==> config.mk <==
export PLATFORM = sky130hd
export DESIGN_NAME = seg_scan_controller
export DESIGN_NICKNAME = d
export VERILOG_FILES = /design/src/rtl/seg_scan_controller.sv
export SDC_FILE = /design/constraint.sdc
export NUM_CORES = 1
export LEC_CHECK = 0
export BUFFER_PORTS_ARGS = -buffer_cell sky130_fd_sc_hd__buf_2
export CELL_PAD_IN_SITES_DETAIL_PLACEMENT = 0
export CELL_PAD_IN_SITES_GLOBAL_PLACEMENT = 1
export CORE_AREA = 2 2 78 109
export CTS_BUF_LIST = sky130_fd_sc_hd__clkbuf_8
export CTS_CLUSTER_DIAMETER = 40
export DETAILED_ROUTE_END_ITERATION = 6
export DIE_AREA = 0 0 80 111
export PLACE_DENSITY = 0.87
export SETUP_SLACK_MARGIN = 0.2
export SYNTH_ARGS = -nofsm -noshare
export SYNTH_HDL_FRONTEND = slang
export SYNTH_SLANG_ARGS = --single-unit
==> constraint.sdc <==
create_clock -name clk -period 1.95 [get_ports clk]
set_input_delay 0.39 -clock clk [delete_from_list [all_inputs] [get_ports clk]]
set_output_delay 0.39 -clock clk [all_outputs]
set_load 0.03 [all_outputs]
==> src/rtl/seg_scan_controller.sv <==
// seg_scan_controller
// Converts a binary value to packed BCD with a sequential double-dabble,
// then time-multiplexes the digits onto one BCD nibble for a shared
// 7-segment decoder, driving the matching active-low digit enable.
// Handles leading-zero blanking and overflow saturation (all nines).
//
// Ports:
//   clk       system clock
//   rst       synchronous reset, active-high
//   binIn     unsigned value to display
//   load      single-cycle request to convert binIn (ignored while busy)
//   blankEn   1 = blank leading zeros (sampled live)
//   BCDout    digit value to the shared decoder, always 0-9
//   digitSel  active-low one-hot digit enable (all ones when blanked)
//   busy      conversion in progress
//   ovf       last committed value exceeded 10^NUM_DIGITS-1
module seg_scan_controller #(
   parameter int unsigned NUM_DIGITS = 4,
   parameter int unsigned BIN_W      = 14,
   parameter int unsigned SCAN_DIV   = 50000
) (
   input  logic                  clk,
   input  logic                  rst,
   input  logic [BIN_W-1:0]      binIn,
   input  logic                  load,
   input  logic                  blankEn,
   output logic [3:0]            BCDout,
   output logic [NUM_DIGITS-1:0] digitSel,
   output logic                  busy,
   output logic                  ovf
);

   localparam int unsigned ACC_W = NUM_DIGITS * 4;
   localparam int unsigned IDX_W = (NUM_DIGITS > 1) ? $clog2(NUM_DIGITS) : 1;
   localparam int unsigned PRE_W = $clog2(SCAN_DIV);
   localparam int unsigned CNT_W = (BIN_W > 1) ? $clog2(BIN_W) : 1;

   // Largest displayable value, 10^NUM_DIGITS - 1
   function automatic logic [63:0] pow10(input int unsigned n);
      logic [63:0] r;
      r = 64'd1;
      for (int unsigned i = 0; i < n; i++) begin
         r = r * 64'd10;
      end
      return r;
   endfunction

   localparam logic [63:0] MAX_VAL = pow10(NUM_DIGITS) - 64'd1;

   // One double-dabble step: add 3 to nibbles >= 5, then shift {bcd,bin} left.
   // Carry out of the top nibble is dropped; the overflow path covers it.
   function automatic logic [ACC_W+BIN_W-1:0] dabble(
      input logic [ACC_W-1:0] bcd,
      input logic [BIN_W-1:0] bin
   );
      logic [ACC_W-1:0] adj;
      adj = bcd;
      for (int unsigned i = 0; i < NUM_DIGITS; i++) begin
         if (adj[i*4 +: 4] >= 4'd5) begin
            adj[i*4 +: 4] = adj[i*4 +: 4] + 4'd3;
         end
      end
      return {adj, bin} << 1;
   endfunction

   typedef enum logic [1:0] {
      S_IDLE,
      S_SHIFT,
      S_COMMIT
   } state_e;

   state_e state_q, state_d;

   logic [BIN_W-1:0]            bin_q, bin_d;
   logic [ACC_W-1:0]            bcd_q, bcd_d;
   logic [CNT_W-1:0]            cnt_q, cnt_d;
   logic                        ovf_pend_q, ovf_pend_d;
   logic [NUM_DIGITS-1:0][3:0]  disp_q, disp_d;
   logic                        ovf_q, ovf_d;
   logic                        busy_q, busy_d;
   logic [ACC_W+BIN_W-1:0]      step;

   logic [PRE_W-1:0]            pre_q, pre_d;
   logic [IDX_W-1:0]            idx_q, idx_d;
   logic [3:0]                  nib_q, nib_d;
   logic [NUM_DIGITS-1:0]       sel_q, sel_d;
   logic [NUM_DIGITS-1:0]       zero_from;
   logic                        blank_c;

   // FSM state register
   always_ff @(posedge clk) begin
      if (rst) begin
         state_q <= S_IDLE;
      end else begin
         state_q <= state_d;
      end
   end

   // Conversion datapath registers
   always_ff @(posedge clk) begin
      if (rst) begin
         bin_q      <= '0;
         bcd_q      <= '0;
         cnt_q      <= '0;
         ovf_pend_q <= 1'b0;
         disp_q     <= '0;
         ovf_q      <= 1'b0;
         busy_q     <= 1'b0;
      end else begin
         bin_q      <= bin_d;
         bcd_q      <= bcd_d;
         cnt_q      <= cnt_d;
         ovf_pend_q <= ovf_pend_d;
         disp_q     <= disp_d;
         ovf_q      <= ovf_d;
         busy_q     <= busy_d;
      end
   end

   // Next-state and conversion datapath
   always_comb begin
      state_d    = state_q;
      bin_d      = bin_q;
      bcd_d      = bcd_q;
      cnt_d      = cnt_q;
      ovf_pend_d = ovf_pend_q;
      disp_d     = disp_q;
      ovf_d      = ovf_q;
      step       = dabble(bcd_q, bin_q);

      case (state_q)
         S_IDLE: begin
            if (load) begin
               bin_d      = binIn;
               bcd_d      = '0;
               cnt_d      = '0;
               ovf_pend_d = (64'(binIn) > MAX_VAL);
               state_d    = S_SHIFT;
            end
         end
         S_SHIFT: begin
            {bcd_d, bin_d} = step;
            if (cnt_q == CNT_W'(BIN_W - 1)) begin
               state_d = S_COMMIT;
            end else begin
               cnt_d = cnt_q + CNT_W'(1);
            end
         end
         S_COMMIT: begin
            // Display only ever sees a finished (or saturated) value
            disp_d  = ovf_pend_q ? {NUM_DIGITS{4'h9}} : bcd_q;
            ovf_d   = ovf_pend_q;
            state_d = S_IDLE;
         end
         default: begin
            state_d = S_IDLE;
         end
      endcase

      busy_d = (state_d != S_IDLE);
   end

   // Scan prescaler and digit index, free-running regardless of FSM state
   always_comb begin
      pre_d = pre_q + PRE_W'(1);
      idx_d = idx_q;
      if (pre_q == PRE_W'(SCAN_DIV - 1)) begin
         pre_d = '0;
         idx_d = (idx_q == IDX_W'(NUM_DIGITS - 1)) ? '0 : idx_q + IDX_W'(1);
      end
   end

   always_ff @(posedge clk) begin
      if (rst) begin
         pre_q <= '0;
         idx_q <= '0;
      end else begin
         pre_q <= pre_d;
         idx_q <= idx_d;
      end
   end

   // Blanking: zero_from[i] is set when nibbles i..NUM_DIGITS-1 are all zero
   always_comb begin
      zero_from                 = '0;
      zero_from[NUM_DIGITS-1]   = (disp_q[NUM_DIGITS-1] == 4'd0);
      for (int i = NUM_DIGITS - 2; i >= 0; i--) begin
         zero_from[i] = zero_from[i+1] && (disp_q[i] == 4'd0);
      end
      blank_c = blankEn && (idx_q != '0) && zero_from[idx_q];
      nib_d   = disp_q[idx_q];
      sel_d   = blank_c ? '1 : ~(NUM_DIGITS'(1) << idx_q);
   end

   // Registered scan outputs
   always_ff @(posedge clk) begin
      if (rst) begin
         nib_q <= '0;
         sel_q <= ~NUM_DIGITS'(1);
      end else begin
         nib_q <= nib_d;
         sel_q <= sel_d;
      end
   end

   assign BCDout   = nib_q;
   assign digitSel = sel_q;
   assign busy     = busy_q;
   assign ovf      = ovf_q;

endmodule

==> flow_metrics.env <==
export IMPL_status="completed"
export IMPL_track_usage=0.186
export IMPL_power_share_clock=0.384
export IMPL_finalHoldViolCount=0
export IMPL_cp_required_ns=2.19
export IMPL_final_area_um2=4120
export IMPL_hp_class="in -> reg"
export IMPL_drive_gt1_frac=0.143
export IMPL_placed_cell_area_um2=3920
export IMPL_multi_input_area_um2=1920
export IMPL_reg2reg_to="bcd_q[11]"
export IMPL_startpoint="state_q[0]"
export IMPL_synth_top_area_share=0.438
export IMPL_grt_pass1_vias=2847
export IMPL_startpoint_type="register"
export IMPL_ys_flop_type="dfxtp_1"
export IMPL_die_area_um2=8880
export IMPL_drt_iter0_drc=91
export IMPL_numPortBuffers=27
export IMPL_syn_num_nets=446
export IMPL_synth_cells=412
export IMPL_setup_slack_ns=0.367
export IMPL_slew_violations=0
export IMPL_ys_ff_latch=81
export IMPL_yosys_top_cells_area="dfxtp_1 44%, nor2_1 5.8%, ha_1 5.4%"
export IMPL_yosys_area_top_type="dfxtp_1"
export IMPL_power_frac_comb=0.062
export IMPL_fin_crit_sh=0.812
export IMPL_utilization=0.515
export IMPL_p_switching_mw=0.729
export IMPL_synth_most_common_cell="dfxtp_1"
export IMPL_h_tree_depth=3
export IMPL_peakVddDrop_v=0.000355
export IMPL_tightest_slew_ns=0.538
export IMPL_synthesis_area_um2=3700
export IMPL_setup_tns_ns=0
export IMPL_yosys_top_cells_count="81 x dfxtp_1, 57 x nor2_1, 35 x nand2_1"
export IMPL_start_util=0.462
export IMPL_arrival_ns=1.83
export IMPL_overflow=0
export IMPL_seq_area_um2=1620
export IMPL_r2r_start="state_q[0]"
export IMPL_worstSkewPairLatency_ns=0.36
export IMPL_post_cts_buffers=0
export IMPL_p_seq_frac=0.554
export IMPL_fill_cells=792
export IMPL_r2r_slack_ns=0.37
export IMPL_p_sw_frac=0.235
export IMPL_syn_area_per_cell_um2=8.98
export IMPL_area_growth_pct=11.3
export IMPL_setup_violations=0
export IMPL_cts_sinks=81
export IMPL_clk_pin_slew_worst_paths_ns=0.08
export IMPL_synth_distinct_cells=45
export IMPL_dp_cells=527
export IMPL_die_y_um=111
export IMPL_maxSlewHeadroom=0.641
export IMPL_crit_fanout=21
export IMPL_drcViolationCount=0
export IMPL_pre_cts_ws_ns=0.262
export IMPL_antenna_found_initial=0
export IMPL_ys_seq_area_frac=0.438
export IMPL_numCtsBuffers=9
export IMPL_synth_edff_count=0
export IMPL_critPathCapture="bcd_q[11]"
export IMPL_antenna_left=0
export IMPL_gp_congestion=0.793
export IMPL_cp_end_kind="register"
export IMPL_io_pins=28
export IMPL_vias=2890
export IMPL_cts_root_buf="clkbuf_8"
export IMPL_grt_pass1_wl_mm=13.0
export IMPL_critical_path_class="reg -> reg"
export IMPL_dr_pass1_iters=5
export IMPL_whs_path_depth=3
export IMPL_clockBufferDepth=2
export IMPL_diodes=0
export IMPL_cts_tree="yes"
export IMPL_powerDensity_nw_per_um2=754
export IMPL_yosys_warnings=0
export IMPL_routed_wirelength_mm=7.36
export IMPL_fmax_mhz=632
export IMPL_maxCapViolations=0
export IMPL_grt_max_degree=34
export IMPL_synthArstFlopShare=0
export IMPL_rows=39
export IMPL_rsz0062_at_grt="no"
export IMPL_p_int_mw=2.38
export IMPL_via_per_inst=5.32
export IMPL_final_cell_count_no_fill=543
export IMPL_power_leakage_nw=1.63
export IMPL_fin_crit_ns=1.58
export IMPL_dieWidth_um=80
export IMPL_reg2regPathDepth=5
export IMPL_core_um2=8000
export IMPL_finalClockSkew_ns=0.0102
export IMPL_wl_per_cell_um=13.5
export IMPL_fin_nets=470
export IMPL_dp_hpwl_mm=5.23
## through the flow
stage | hold WS (ns) | total power [mW]
after floorplan | 0.426 | 1.89
after global placement | 0.436 | 1.95
after detailed placement | 0.452 | 1.96
after CTS | 0.250 | 3.15
after global routing | 0.282 | 3.25
final | 0.266 | 3.11
## power by group through the flow
stage	clock [mW]	sequential [mW]	combinational [mW]
finish	1.19	1.72	0.193
global placement	0	1.76	0.192
global route	1.30	1.73	0.221
CTS	1.23	1.72	0.196
floorplan	0	1.75	0.136
detailed placement	0	1.76	0.195
## layout make-up
cell class | instances | area share
Clock buffer | 10 | 0.0334
Multi-Input combinational cell | 296 | 0.466
Sequential cell | 81 | 0.394
Clock inverter | 6 | 0.0125
Tap cell | 102 | 0.0310
Timing Repair Buffer | 36 | 0.0522
Inverter | 12 | 0.0109
## critical path: stages, from the launching register on
cell and delay [ns]:
dfxtp_1 0.61, o21ba_2 0.37, buf_12 0.19, o31ai_1 0.08
a32oi_1 0.16, nor2_1 0.05
## per-layer routing
metal / track usage / vias to the layer above / share of wire
met5: 0 / - / 0
met4: 0.104 / 0 / 0.030
met3: 0.0358 / 15 / 0.033
met2: 0.309 / 53 / 0.49
met1: 0.219 / 1337 / 0.45
li1: - / 1485 / -
## how the worst min path moves through the flow
stage | from | endpoint | slack [ns]
global placement | pre_q[0] | pre_q[0] | 0.44
detailed placement | pre_q[0] | pre_q[0] | 0.45
finish | binIn[0] | bin_q[0] | 0.27
floorplan | pre_q[0] | pre_q[0] | 0.43
CTS | binIn[0] | bin_q[0] | 0.25
global route | binIn[0] | bin_q[0] | 0.28
## cells by family (layout without fill, tap and decap cells)
family,Yosys count,count (layout),share of synthesized area
flops,81,81,0.438
xor+xnor,23,23,0.0544
buf+inv,35,64,0.0446
mux,9,9,0.0379
fa+ha+maj,16,16,0.0541
compound gates,60,60,0.110
simple gates,188,188,0.261
## sequential cells by signal (all words and copies together) (netlist names)
name,count
bcd_q,16
disp_q,16
pre_q,16
bin_q,14
BCDout,4
cnt_q,4
digitSel,4
idx_q,2
state_q,2
busy,1
ovf,1
ovf_pend_q,1
## cell usage in the layout, fill, tap and decap left out, types with 6 or more instances in the layout
cell / synthesis / layout
nand4_1: 7 / 7
inv_1: 12 / 15
nand3_1: 8 / 8
dfxtp_1: 81 / 81
buf_4: 4 / 8
ha_1: 16 / 16
xor2_1: 17 / 17
a21oi_1: 25 / 25
nand2_1: 35 / 35
nor2b_1: 9 / 9
or3_1: 8 / 8
nand3b_1: 8 / 8
a22o_1: 8 / 8
buf_2: 9 / 27
clkbuf_8: 0 / 10
nor2_1: 57 / 57
a311oi_1: 9 / 9
nor3_1: 25 / 25
xnor2_1: 6 / 6
## timing repair
item | in CTS | in global routing
gates resized for setup | 0 | 3
hold buffers | 0 | 0
setup endpoints to repair | 0 | 36
Power figures use the tool's default switching activity.
